==> config.mk <==
export PLATFORM = sky130hd
export DESIGN_NAME = iram_loader
export DESIGN_NICKNAME = d
export VERILOG_FILES = /design/src/rtl/iram_loader.sv
export SDC_FILE = /design/constraint.sdc
export NUM_CORES = 1
export LEC_CHECK = 0
export CORE_ASPECT_RATIO = 1.75
export CORE_MARGIN = 3
export CORE_UTILIZATION = 50
export DETAILED_ROUTE_END_ITERATION = 10
export PLACE_DENSITY = 0.77
export SLEW_MARGIN = 20
export SYNTH_ARGS = -nofsm -noshare
export SYNTH_HDL_FRONTEND = slang
export SYNTH_SLANG_ARGS = --single-unit
==> constraint.sdc <==
create_clock -name clk -period 2.6 [get_ports clk]
set_clock_uncertainty 0.15 [all_clocks]
set_input_delay 0.39 -clock clk [delete_from_list [all_inputs] [get_ports clk]]
set_output_delay 0.39 -clock clk [all_outputs]
set_load 0.01 [all_outputs]
==> src/rtl/iram_loader.sv <==
// Streams a length-prefixed program image into the IRAM write port and holds the core until done.
// Optional macro LOADER_CHECKSUM_EN adds a trailing XOR checksum byte and the error flag.
module iram_loader #(
    parameter int unsigned ADDR_W    = 8,
    parameter int unsigned DATA_W    = 8,
    parameter int unsigned BASE_ADDR = 0
) (
    input  logic              clk,
    input  logic              rst,
    input  logic              load_start,
    input  logic              in_valid,
    input  logic [DATA_W-1:0] in_data,
    output logic              in_ready,
    output logic [ADDR_W-1:0] ram_address,
    output logic [DATA_W-1:0] ram_data,
    output logic              ram_wren,
    output logic              core_hold,
    output logic              done,
    output logic              error,
    output logic [8:0]        byte_count
);

`ifdef LOADER_CHECKSUM_EN
    typedef enum logic [2:0] {S_IDLE, S_LEN, S_DATA, S_CHK, S_DONE} state_t;
`else
    typedef enum logic [2:0] {S_IDLE, S_LEN, S_DATA, S_DONE} state_t;
`endif

    localparam logic [ADDR_W-1:0] BASE = ADDR_W'(BASE_ADDR);

    state_t            state, state_next;
    logic [8:0]        remaining;
    logic [ADDR_W-1:0] ptr;
    logic              accept;
    logic              start_ok;
    logic              error_q;

    assign accept   = in_valid && in_ready;
    assign start_ok = load_start && (state == S_IDLE || state == S_DONE);

    always_ff @(posedge clk) begin
        if (rst) state <= S_IDLE;
        else     state <= state_next;
    end

    // DATA lingers one cycle with remaining==0 so DONE follows the final write.
    always_comb begin
        state_next = state;
        in_ready   = 1'b0;
        core_hold  = 1'b0;
        done       = 1'b0;
        unique case (state)
            S_IDLE: begin
                if (load_start) state_next = S_LEN;
            end
            S_LEN: begin
                in_ready  = 1'b1;
                core_hold = 1'b1;
                if (in_valid) state_next = S_DATA;
            end
            S_DATA: begin
                in_ready  = (remaining != 9'd0);
                core_hold = 1'b1;
`ifdef LOADER_CHECKSUM_EN
                if (remaining == 9'd0) state_next = S_CHK;
`else
                if (remaining == 9'd0) state_next = S_DONE;
`endif
            end
`ifdef LOADER_CHECKSUM_EN
            S_CHK: begin
                in_ready  = 1'b1;
                core_hold = 1'b1;
                if (in_valid) state_next = S_DONE;
            end
`endif
            S_DONE: begin
                done      = 1'b1;
                core_hold = error_q;
                if (load_start) state_next = S_LEN;
            end
            default: state_next = S_IDLE;
        endcase
    end

`ifdef LOADER_CHECKSUM_EN
    logic [DATA_W-1:0] xor_acc;

    always_ff @(posedge clk) begin
        if (rst) begin
            xor_acc <= '0;
            error_q <= 1'b0;
        end else begin
            if (start_ok) begin
                xor_acc <= '0;
                error_q <= 1'b0;
            end else if (state == S_DATA && accept) begin
                xor_acc <= xor_acc ^ in_data;
            end else if (state == S_CHK && accept) begin
                error_q <= (in_data != xor_acc);
            end
        end
    end
`else
    assign error_q = 1'b0;
`endif

    assign error = error_q;

    always_ff @(posedge clk) begin
        if (rst) begin
            remaining   <= '0;
            ptr         <= BASE;
            ram_address <= BASE;
            ram_data    <= '0;
            ram_wren    <= 1'b0;
            byte_count  <= '0;
        end else begin
            ram_wren <= 1'b0;
            if (start_ok) byte_count <= '0;
            if (state == S_LEN && accept) begin
                remaining <= (in_data == '0) ? 9'd256 : 9'(in_data);
                ptr       <= BASE;
            end
            if (state == S_DATA && accept) begin
                ram_wren    <= 1'b1;
                ram_address <= ptr;
                ram_data    <= in_data;
                ptr         <= ptr + 1'b1;
                remaining   <= remaining - 9'd1;
                byte_count  <= byte_count + 9'd1;
            end
        end
    end

endmodule
Yosys cells after proc, flatten, opt, wreduce, memory -nomap -nowiden
Cells that the tools add are included.

Equality and inequality tests: 6. Muxes and demuxes: 15. Add/sub/neg operators: 3. Reduce and logical (&&, ||, !) cells: 14.

Operators by type and width (number): $mux W9 (5); $mux W8 (2); $add A9 B1 Y9 const B (1); $logic_not A9 Y1 (1); $mux W3 (3); $pmux W3 S3 (1); $reduce_bool A9 Y1 (1); $sub A9 B1 Y9 const B (1); $add A8 B1 Y8 const B (1); $logic_not A8 Y1 (1); $eq A3 B2 Y1 const B (2); $logic_and A1 B1 Y1 (4); $ne A2 B2 Y1 const B (2); $reduce_bool A2 Y1 (2); $reduce_or A2 Y1 (2); $eq A3 B1 Y1 const B (1); $logic_not A3 Y1 (1); $mux W1 (3); $reduce_and A3 Y1 (1); $ne A2 B1 Y1 const B (1); $pmux W1 S2 (1); $logic_or A1 B1 Y1 (1).

Register bits after elaboration: 46. Output and inout bits: 30. Input port bits: 12.

Logic depth before layout (Yosys ltp)
Gate-level depths: netlist (run 1).

Depth in word-level cells: 6. Gate-level depth with buffers: 9. Mapped depth without buffers: 6.

Least setup slack after synthesis (run 1)
No wires, ideal clock.

Kind: flip-flop to flip-flop. Start point: register remaining[0]. End point: register byte_count[1]. Buffers on the path: 3. Required time: 2383 ps. Slack: 349 ps. Period minus slack after synthesis: 2251 ps. Cell stages (with the launch flop): 10. Setup time: 67 ps. Data arrival time: 2033 ps. Cells stage by stage: dfxtp_1 inv_1 ha_1 or4b_1 buf_2 o31ai_4 buf_6 buf_12 nand3_2 a21oi_2.

Word-level cells in the longest chain between the ends: 5.

RTL lines: start, declared (RTL line 32) `logic [8:0] remaining;`; start signal, assigned (RTL line 122) `remaining <= (in_data == '0) ? 9'd256 : 9'(in_data);`; start signal, assigned (RTL line 130) `remaining <= remaining - 9'd1;`; $reduce_bool A9 Y1 (*) (RTL line 62) `in_ready = (remaining != 9'd0);`; $pmux W1 S2 (*) (RTL line 52) `unique case (state)`; $logic_and A1 B1 Y1 (*) (RTL line 38) `assign accept = in_valid && in_ready;`; $logic_and A1 B1 Y1 (*) (RTL line 125) `if (state == S_DATA && accept) begin`; $mux W9 or $reduce_bool A2 Y1 (tied branches); end signal, assigned (RTL line 131) `byte_count <= byte_count + 9'd1;`; end, declared (RTL line 20) `output logic [8:0] byte_count`.

Every way passes the cells marked *; elsewhere a longest branch is shown, timed or not. A chain may end at the register's enable or synchronous reset.

Final worst setup path (run 1)
Start point: register state[0]. End point: register byte_count[5].

Word-level cells in the longest chain between the ends: 5.

RTL lines: start, declared (RTL line 31) `state_t state, state_next;`; start signal, assigned (RTL line 43) `else state <= state_next;`; $eq A3 B2 Y1 or $eq A3 B1 Y1 (tied branches) (RTL line 52, 125); $pmux W1 S2 (RTL line 52); $logic_and A1 B1 Y1 (RTL line 38); $logic_and A1 B1 Y1 (RTL line 125); $mux W9 or $reduce_bool A2 Y1 (tied branches).

Several ways; a longest one is shown, not always the timed one.

==> qor.yml, run 1 <==
status: "finished clean"
fillCellCount: 398
worstSkewPairLatency_ns: 0.30
r2r_cells: 7
numCtsBuffers: 5
path_max_fanout: 22
portBuffers: 40
tightestPinTransition_ns: 0.5558
power_density_nw_per_um2: 656.3
top_layer: "met4"
clk_path_buf_depth: 2
max_stage_delay_ns: 0.43
synth_largest_area_cell: "dfxtp_1"
die_x_um: 57.46
dp_slack_ns: 0.1975
ys_types: 52
max-slew-margin-rel: 0.6283
end_kind: "flip-flop"
r2r_slack_ns: 0.22
cts.sinks: 45
setup_viol: 0
synth-warning-count: 0
cts_tree: "yes"
hold_path.class: "flip-flop to flip-flop"
avgSynthCellArea_um2: 7.990
crit_end: "byte_count[5]"
core_area_um2: 4444
cp_num_buf_inv: 2
met2_length_um: 3294
num_rows: 32
fin_crit_sh: 0.9141
die-area_um2: 5519
root_buffer: "clkbuf_8"
ys_async_sr_fraction: 0
initial_utilization: 0.5214
rsz0062_at_grt: "no"
ys_ff_latch: 45
setup_slack_ns: 0.2234
synth_area_um2: 2317
num_antenna_cells: 0
worst-endpoint-arrival_ns: 2.46
synth.top_cells.by_count: "nand2_1 (46), dfxtp_1 (45), a21oi_1 (32)"
critPathTopFamily: "simple AND/OR/NAND/NOR gates"
detail-route-antenna-nets: 0
fp.dieH_um: 96.06
r2r-start: "state[0]"
clock.fmax_mhz: 420.8
worstSetupPathType: "flip-flop to flip-flop"
peakVddDrop_v: 0.0005119
slew_viol_final: 0
worstPathCellList: "inv_1 -> ha_1 -> and3b_1 -> o31ai_4 -> buf_4 -> or3_1 -> a31oi_1"
hold_viol: 0
grt_pass1_vias: 2100
m1WireLength_um: 2394
rr_endpoint: "byte_count[5]"
cp.depth: 7
antenna_found_initial: 0
slowest_stage: "and3b_1"
viasPerCell: 6.041
detail_route.iter0.violations: 67
p_leak_nw: 1.013
clk_pin_slew_ns: 0.09
postCtsSetupBuffers: 0
syn-instance-count: 290
ys_top_cells_by_area: "dfxtp_1 (39%), nand2_1 (7.5%), a21oi_1 (6.9%)"
tns_ns: 0
fin_crit_ns: 2.377
cts_hold_buf: 0
vias: 2332
grt_max_degree: 34
overflow: 0
synth_top_area_share: 0.3888
gp_congestion: 0.8405
synth_edf_count: 0
synth_fp_nets: 308
pin_count: 42
wl_um: 6039
drive_above_1_share: 0.1015
post-route-drc-count: 0
post_drt_wl_per_cell_um: 15.65
htree_levels: 2
drv_cap: 0
syn_to_final_growth_pct: 26.57
start_kind: "flip-flop"
synth_ff_type: "dfxtp_1"
cp-startpoint: "state[0]"
dr.pass1.iters: 4
dr_wl_met3_um: 233
yosysSeqAreaShare: 0.3888
crit_required_ns: 2.68
yosysMostFrequentCell: "nand2_1"
place_hpwl_um: 4344
nets: 352
gr-usage-all-layers: 0.2252
grt_pass1_wl_um: 9880
## state kept, by name, indices dropped and copies added, names as in the netlist
signal / cells
byte_count: 9
remaining: 9
ptr: 8
ram_address: 8
ram_data: 8
state: 2
ram_wren: 1
## per-stage QoR
| step | utilization | std cells | hold slack (ns) | power (mW) | cell area (µm²) |
|---|---|---|---|---|---|
| floorplan | - | 290 | 0.2900 | 1.176 | 2317 |
| global placement | 0.6295 | 378 | 0.2905 | 1.355 | 2798 |
| detailed placement | 0.6295 | 378 | 0.2967 | 1.365 | 2798 |
| CTS | 0.6593 | 386 | 0.3088 | 1.925 | 2930 |
| global route | 0.6599 | 386 | 0.3362 | 2.013 | 2933 |
| finish | 0.6599 | 386 | 0.3051 | 1.925 | 2933 |
## cell families (layout without fill, tap and decap cells)
kind of cell               count (synthesis)  after routing  share of synthesized area
DFF                                       45             45                     0.3888
other                                      1              1                   0.001618
and+or+nand+nor                          127            127                     0.2721
AOI/OAI and AO/OA                         81             81                     0.2338
adders and majority gates                  6              6                    0.03240
muxes                                      1              1                   0.004859
buffers and inverters                     29             74                    0.06641
## report_power, final
part / switching [mW] / total [mW] / internal [mW]
sequential: 0.0455 / 0.773 / 0.727
combinational: 0.353 / 0.598 / 0.246
clock: 0.241 / 0.554 / 0.313
total: 0.639 / 1.92 / 1.29
## layer usage
metal | global-route usage | up-vias
li1 | - | 1149
met1 | 0.2677 | 1118
met2 | 0.4085 | 56
met3 | 0.02953 | 9
met4 | 0.07544 | 0
met5 | 0 | -
## worst min-delay path, stage by stage (launching register included)
cell and delay [ns]:
dfxtp_1 0.32, nand2_1 0.05, a21oi_1 0.05
## worst min path at each step
stage,slack [ns],from,to,depth (start not counted)
after CTS,0.31,ram_data[4],ram_data[4],2
after global routing,0.34,ram_data[4],ram_data[4],2
after global placement,0.29,ram_data[4],ram_data[4],2
final,0.31,ram_data[4],ram_data[4],2
after detailed placement,0.30,ram_data[6],ram_data[6],2
after floorplan,0.29,ptr[7],ram_address[7],2
## what timing repair did
action,4_1_cts,5_1_grt
cloned,0,0
setup endpoints to repair,1,1
resized for setup,2,1
## cells in the final DEF, fill, tap and decap left out, drive strengths merged, types with 3 or more instances in the layout
master	netlist	final
nor4	3	3
a32o	3	3
clkdlybuf4s50	0	39
o22ai	5	5
and2	3	3
nand3b	6	6
a31oi	12	12
nand3	22	22
a21oi	34	34
nand2	46	46
inv	10	10
nor3	7	7
o32ai	3	3
nand2b	3	3
nor2	15	15
or3	7	7
nand4	4	4
buf	8	16
and3	5	5
clkbuf	11	6
o31ai	3	3
dfxtp	45	45
o21ai	5	5
ha	6	6
## layout make-up
cell class	count	area, µm²	area share
tap	51	63.81	0.02176
sequential	45	900.9	0.3072
multi-input combinational	216	1275	0.4347
clock buffer	6	82.58	0.02816
inverter	10	37.54	0.01280
clock inverter	2	37.54	0.01280
timing repair buffer	56	535.5	0.1826
Power figures use the tool's default switching activity.
==> run 2, diff against run 1 <==
--- a/config.mk
+++ b/config.mk
@@ -10,7 +10,7 @@
 export CORE_UTILIZATION = 50
 export DETAILED_ROUTE_END_ITERATION = 10
 export PLACE_DENSITY = 0.77
-export SLEW_MARGIN = 20
+export SLEW_MARGIN = 10
 export SYNTH_ARGS = -nofsm -noshare
 export SYNTH_HDL_FRONTEND = slang
 export SYNTH_SLANG_ARGS = --single-unit
==> results of run 2 <==
The final DEF is identical to that of run 1; final timing and power are the same.
==> run 3, diff against run 2 <==
--- a/config.mk
+++ b/config.mk
@@ -7,10 +7,9 @@
 export LEC_CHECK = 0
 export CORE_ASPECT_RATIO = 1.75
 export CORE_MARGIN = 3
-export CORE_UTILIZATION = 50
+export CORE_UTILIZATION = 30
 export DETAILED_ROUTE_END_ITERATION = 10
-export PLACE_DENSITY = 0.77
-export SLEW_MARGIN = 10
+export SLEW_MARGIN = 5
 export SYNTH_ARGS = -nofsm -noshare
 export SYNTH_HDL_FRONTEND = slang
 export SYNTH_SLANG_ARGS = --single-unit
==> qor.yml, run 3 (synthesized netlist as in run 1, its figures left out) <==
pin_count: 42  # unchanged
cts_hold_buf: 0  # unchanged
worstSetupPathType: "flip-flop to output pin"  # was flip-flop to flip-flop
final_common_cell: "nand2_1"  # unchanged
slew_viol_final: 0  # unchanged
drv_cap: 0  # unchanged
detail_route.iter0.violations: 152  # was 67
detail-route-antenna-nets: 0  # unchanged
setup_viol: 0  # unchanged
dr.pass1.iters: 4  # unchanged
fillCellCount: 787  # was 398
top_layer: "met4"  # unchanged
p_leak_nw: 1.044  # was 1.013 nW
antenna_found_initial: 0  # unchanged
hold_viol: 0  # unchanged
dr_wl_met3_um: 149  # was 233 µm
initial_utilization: 0.3159  # was 0.5214
gp_congestion: 0.9021  # was 0.8405
holdWs_ns: 0.3010  # was 0.3051 ns
gr-usage-all-layers: 0.1463  # was 0.2252
hold_path.class: "flip-flop to flip-flop"  # unchanged
fin_crit_sh: 0.9613  # was 0.9141
root_buffer: "clkbuf_16"  # was clkbuf_8
multi_input_area_um2: 1292  # was 1275 µm²
syn_to_final_growth_pct: 32.56  # was 26.57%
grt_max_degree: 48  # was 34
die-area_um2: 8856  # was 5519 µm²
nets: 353  # was 352
start_kind: "flip-flop"  # unchanged
clock.fmax_mhz: 400.1  # was 420.8 MHz
num_rows: 41  # was 32
worstSkewPairLatency_ns: 0.29  # was 0.30 ns
mostFrequentLayoutCells: "nand2_1 (46), dfxtp_1 (45), clkdlybuf4s50_1 (40), a21oi_1 (32), nand3_1 (21)"  # was nand2_1 (46), dfxtp_1 (45), clkdlybuf4s50_1 (39), a21oi_1 (32), nand3_1 (21)
grt_pass1_wl_um: 10270  # was 9880 µm
die_x_um: 72.44  # was 57.46 µm
num_antenna_cells: 0  # unchanged
met2_length_um: 3621  # was 3294 µm
overflow: 0  # unchanged
portBuffers: 40  # unchanged
grt_pass1_vias: 2138  # was 2100
fin_area_um2: 3072  # was 2933 µm²
crit_required_ns: 2.06  # was 2.68 ns
wl_um: 6464  # was 6039 µm
status: "finished clean"  # unchanged
fin_crit_ns: 2.499  # was 2.377 ns
largestRegisters: "byte_count (9), remaining (9)"  # unchanged
peakVddDrop_v: 0.0002278  # was 0.0005119 V
drive_above_1_share: 0.1012  # was 0.1015
end_kind: "output pin"  # was flip-flop
fp.dieH_um: 122.3  # was 96.06 µm
m1WireLength_um: 2570  # was 2394 µm
worst-endpoint-arrival_ns: 1.96  # was 2.46 ns
vias: 2276  # was 2332
cts_tree: "yes"  # unchanged
total_power_mw: 2.128  # was 1.925 mW
htree_levels: 2  # unchanged
numCtsBuffers: 5  # unchanged
tns_ns: 0  # unchanged
viasPerCell: 5.393  # was 6.041
rsz0062_at_grt: "no"  # unchanged
place_hpwl_um: 4639  # was 4344 µm
dpl_cell_area_um2: 2874  # was 2798 µm²
post-route-drc-count: 0  # unchanged
post_drt_wl_per_cell_um: 15.32  # was 15.65 µm
register_area_um2: 900.9  # unchanged
path_max_fanout: 6  # was 22
clk_path_buf_depth: 2  # unchanged
clk_pin_slew_ns: 0.06  # was 0.09 ns
power_density_nw_per_um2: 692.6  # was 656.3 nW/µm²
cts.sinks: 45  # unchanged
core_area_um2: 7336  # was 4444 µm²
## run 3: where the power goes
| part | switching (mW) | internal (mW) |
|---|---|---|
| sequential | 0.0434 | 0.728 |
| clock | 0.272 | 0.456 |
| combinational | 0.365 | 0.264 |
| total | 0.680 | 1.45 |
## run 3: routing by layer
metal	GRT usage	vias up
li1	-	1143
met1	0.1635	1090
met2	0.2677	36
met3	0.02049	7
met4	0.06582	0
met5	0	-
## run 3: final timing paths
path / cells after the start / start / to / slack (ns)
setup reg to reg: 6 / state[0] / ptr[5] / 0.23
setup / recovery: 7 / remaining[0] / in_ready / 0.10
hold / removal: 2 / ram_data[6] / ram_data[6] / 0.30
hold reg to reg: 2 / ram_data[6] / ram_data[6] / 0.30
## run 3: area by class of cell
cell class / count / area share
multi-input cells: 216 / 0.4208
flip-flops and latches: 45 / 0.2933
repair buffers: 57 / 0.1841
clock buffers: 6 / 0.04196
well taps: 86 / 0.03503
clock inverters: 2 / 0.01263
inverters: 10 / 0.01222
## run 3: per-stage QoR
step | utilization | cells | setup slack, ns
3_5_place_dp | 0.3918 | 414 | 0.1664
4_1_cts | 0.4163 | 422 | 0.05132
6_report | 0.4187 | 422 | 0.1007
2_1_floorplan | - | 290 | 0.3492
5_1_grt | 0.4187 | 422 | 0.009388
3_3_place_gp | 0.3918 | 414 | 0.2400
## run 3: timing repair
action	CTS	global route
buffers inserted	0	0
gates cloned	0	0
endpoints found under the setup margin	1	1
hold endpoints to repair	0	0
gates resized for setup	2	2
## run 3: critical path: stages (launching register included)
cell,delay [ns]
dfxtp_1,0.35
inv_1,0.08
ha_1,0.22
buf_4,0.17
a31oi_4,0.17
nor2_1,0.06
nor2_1,0.08
clkdlybuf4s50_1,0.54
==> RTL edit, RTL diff (settings of run 2) <==
Re-encode `state_t` (4 states) as one-hot, 4 bits wide.
--- a/src/rtl/iram_loader.sv
+++ b/src/rtl/iram_loader.sv
@@ -24,5 +24,5 @@
     typedef enum logic [2:0] {S_IDLE, S_LEN, S_DATA, S_CHK, S_DONE} state_t;
 `else
-    typedef enum logic [2:0] {S_IDLE, S_LEN, S_DATA, S_DONE} state_t;
+    typedef enum logic [3:0] {S_IDLE = 4'b0001, S_LEN = 4'b0010, S_DATA = 4'b0100, S_DONE = 4'b1000} state_t;
 `endif
 
Check against the original RTL: same outputs for any inputs over 10 cycles, from zero or initial values and one cycle with rst high; not proved beyond that.
==> RTL edit against run 2 <==
First-iteration DRC count up 49%. Routed wire length down 7.3%. Highest routed layer unchanged. Cell area up 0.94%. Setup slack worse by 130 ps. Sequential cell count up 2. Non-clock buffer count up 2. Sequential share of layout area up 1.2 points. Core utilization up 1.2 points. Synthesized area down 1.1%. Fmax down 5.2%.
Power is not compared: it rests on default switching activity, and its combinational part moved more than twofold at a synthesized area within 25%.
==> RTL edit: results (changes against run 2) <==
- IO Port Bufs: 40 (unchanged)
- Worst setup startpoint: state[0]$_SDFFE_PP1P_
- Post-Syn Nets: 296 (-3.9%)
- Status: completed
- Largest net degree at the start of global routing: 28 (-18%)
- Reg2reg setup slack: 310 ps (+90 ps)
- Post-DP HPWL: 4.092 mm (-5.8%)
- Via/cell ratio: 5.963 (-1.3%)
- Power Dens Cells: approximately 500 nW/um^2
- Via Count: 2,266 (-2.8%)
- Commonest cells post-synth: nand2_1 (48), dfxtp_1 (47), a21oi_1 (28)
- Top Registers: byte_count x9, remaining x9
- Routability Congestion: 0.9352 (+11%)
- CP endpoint: core_hold
- Fillers: 380 (-4.5%)
- Pre-Repair DR Iteration Count: 4 (unchanged)
- Final WS setup: 92.13 ps (-131.2 ps)
- Mux contribution to synthesized area: 0.004913 (+0.00005305)
- Setup bufs post-CTS: 0 (unchanged)
- DP Area: 2811 sq um (+0.49%)
- Worst r2r dst: ptr[5]$_SDFFE_PP0P_
- Arr. time, crit path: 1970 ps (-490 ps)
- Combinational share of power: 0.064
- Post-synthesis sequential area ratio: 0.4105 (+0.02171)
- Compound-cell area share of the yosys netlist: 0.2118 (-0.02201)
- Post-Route WL: 5.599 mm (-7.3%)
- Number of CTS-inserted buffers: 5 (unchanged)
- Nets: 343 (-2.6%)
- Synth Area per Inst: 8.157 sq um (+2.1%)
- Ant. Diodes: 0 (unchanged)
- Clk buf depth: 2 (unchanged)
- HP Class: reg2reg
- Hold_sp: ram_address[5]$_SDFFE_PP0P_
- Hold Crit Endpoint: ram_address[5]$_SDFFE_PP0P_
- Vias in the first global route: 2,084 (-0.76%)
- Placed cells: 372 (-1.6%)
- Top cells by area, synth: dfxtp_1 (41%), nand2_1 (7.9%), a21oi_1 (6.1%)
- Hold WS: 308.5 ps (+3.369 ps)
- Post-synthesis adder-cell area fraction: 0.01638 (-0.01602)
- Reg clk slew, reported paths: 90 ps (about the same)
- CP Max Fanout: 12 (-45%)
- Clock root cell: clkbuf_8
- First-pass GRT wire length: 9.363 mm (-5.2%)
- Dpl ws: 88.98 ps (-108.5 ps)
- Synth Area in XOR/XNOR: 0.01910 (+0.01910)
- GRT Total Usage: 0.2138 (-0.01144)
- Synth unique cells: 48 (-7.7%)
- Switching pwr: 0.3116 mW
- Async S/R FF share, synth: 0 (unchanged)
- Share of layout cells above drive strength 1: 0.1185 (+0.01705)
- PostCTS Resize Cnt: 6 (+4)
- H-tree depth: 2 (unchanged)
- Seq. pwr: 0.733 mW
- 1st-iter DRT viols: 100 (+49%)
- Depth of the worst register-to-register path: 7 (unchanged)
- Main synth FF type: dfxtp_1
[RTL edit: layout make-up]
| cell class | instances | area share |
|---|---|---|
| Sequential cell | 47 | 0.3187 |
| Inverter | 8 | 0.01014 |
| Timing Repair Buffer | 58 | 0.1847 |
| Clock inverter | 3 | 0.02282 |
| Tap cell | 51 | 0.02156 |
| Clock buffer | 5 | 0.02325 |
| Multi-Input combinational cell | 208 | 0.4189 |
[RTL edit: routing by layer]
layer	GRT usage	share of wire	vias to the layer above	wire, um
met4	0.09478	0.027	0	150
met2	0.4055	0.54	42	3040
met3	0.02168	0.028	11	158
met1	0.2333	0.40	1085	2250
met5	0	0	-	0
li1	-	-	1128	-
[RTL edit: critical path: stages, from the launching register on]
cell             delay [ps]
dfxtp_1                 400
or4b_4                  650
nand2_1                  90
clkdlybuf4s50_1         530
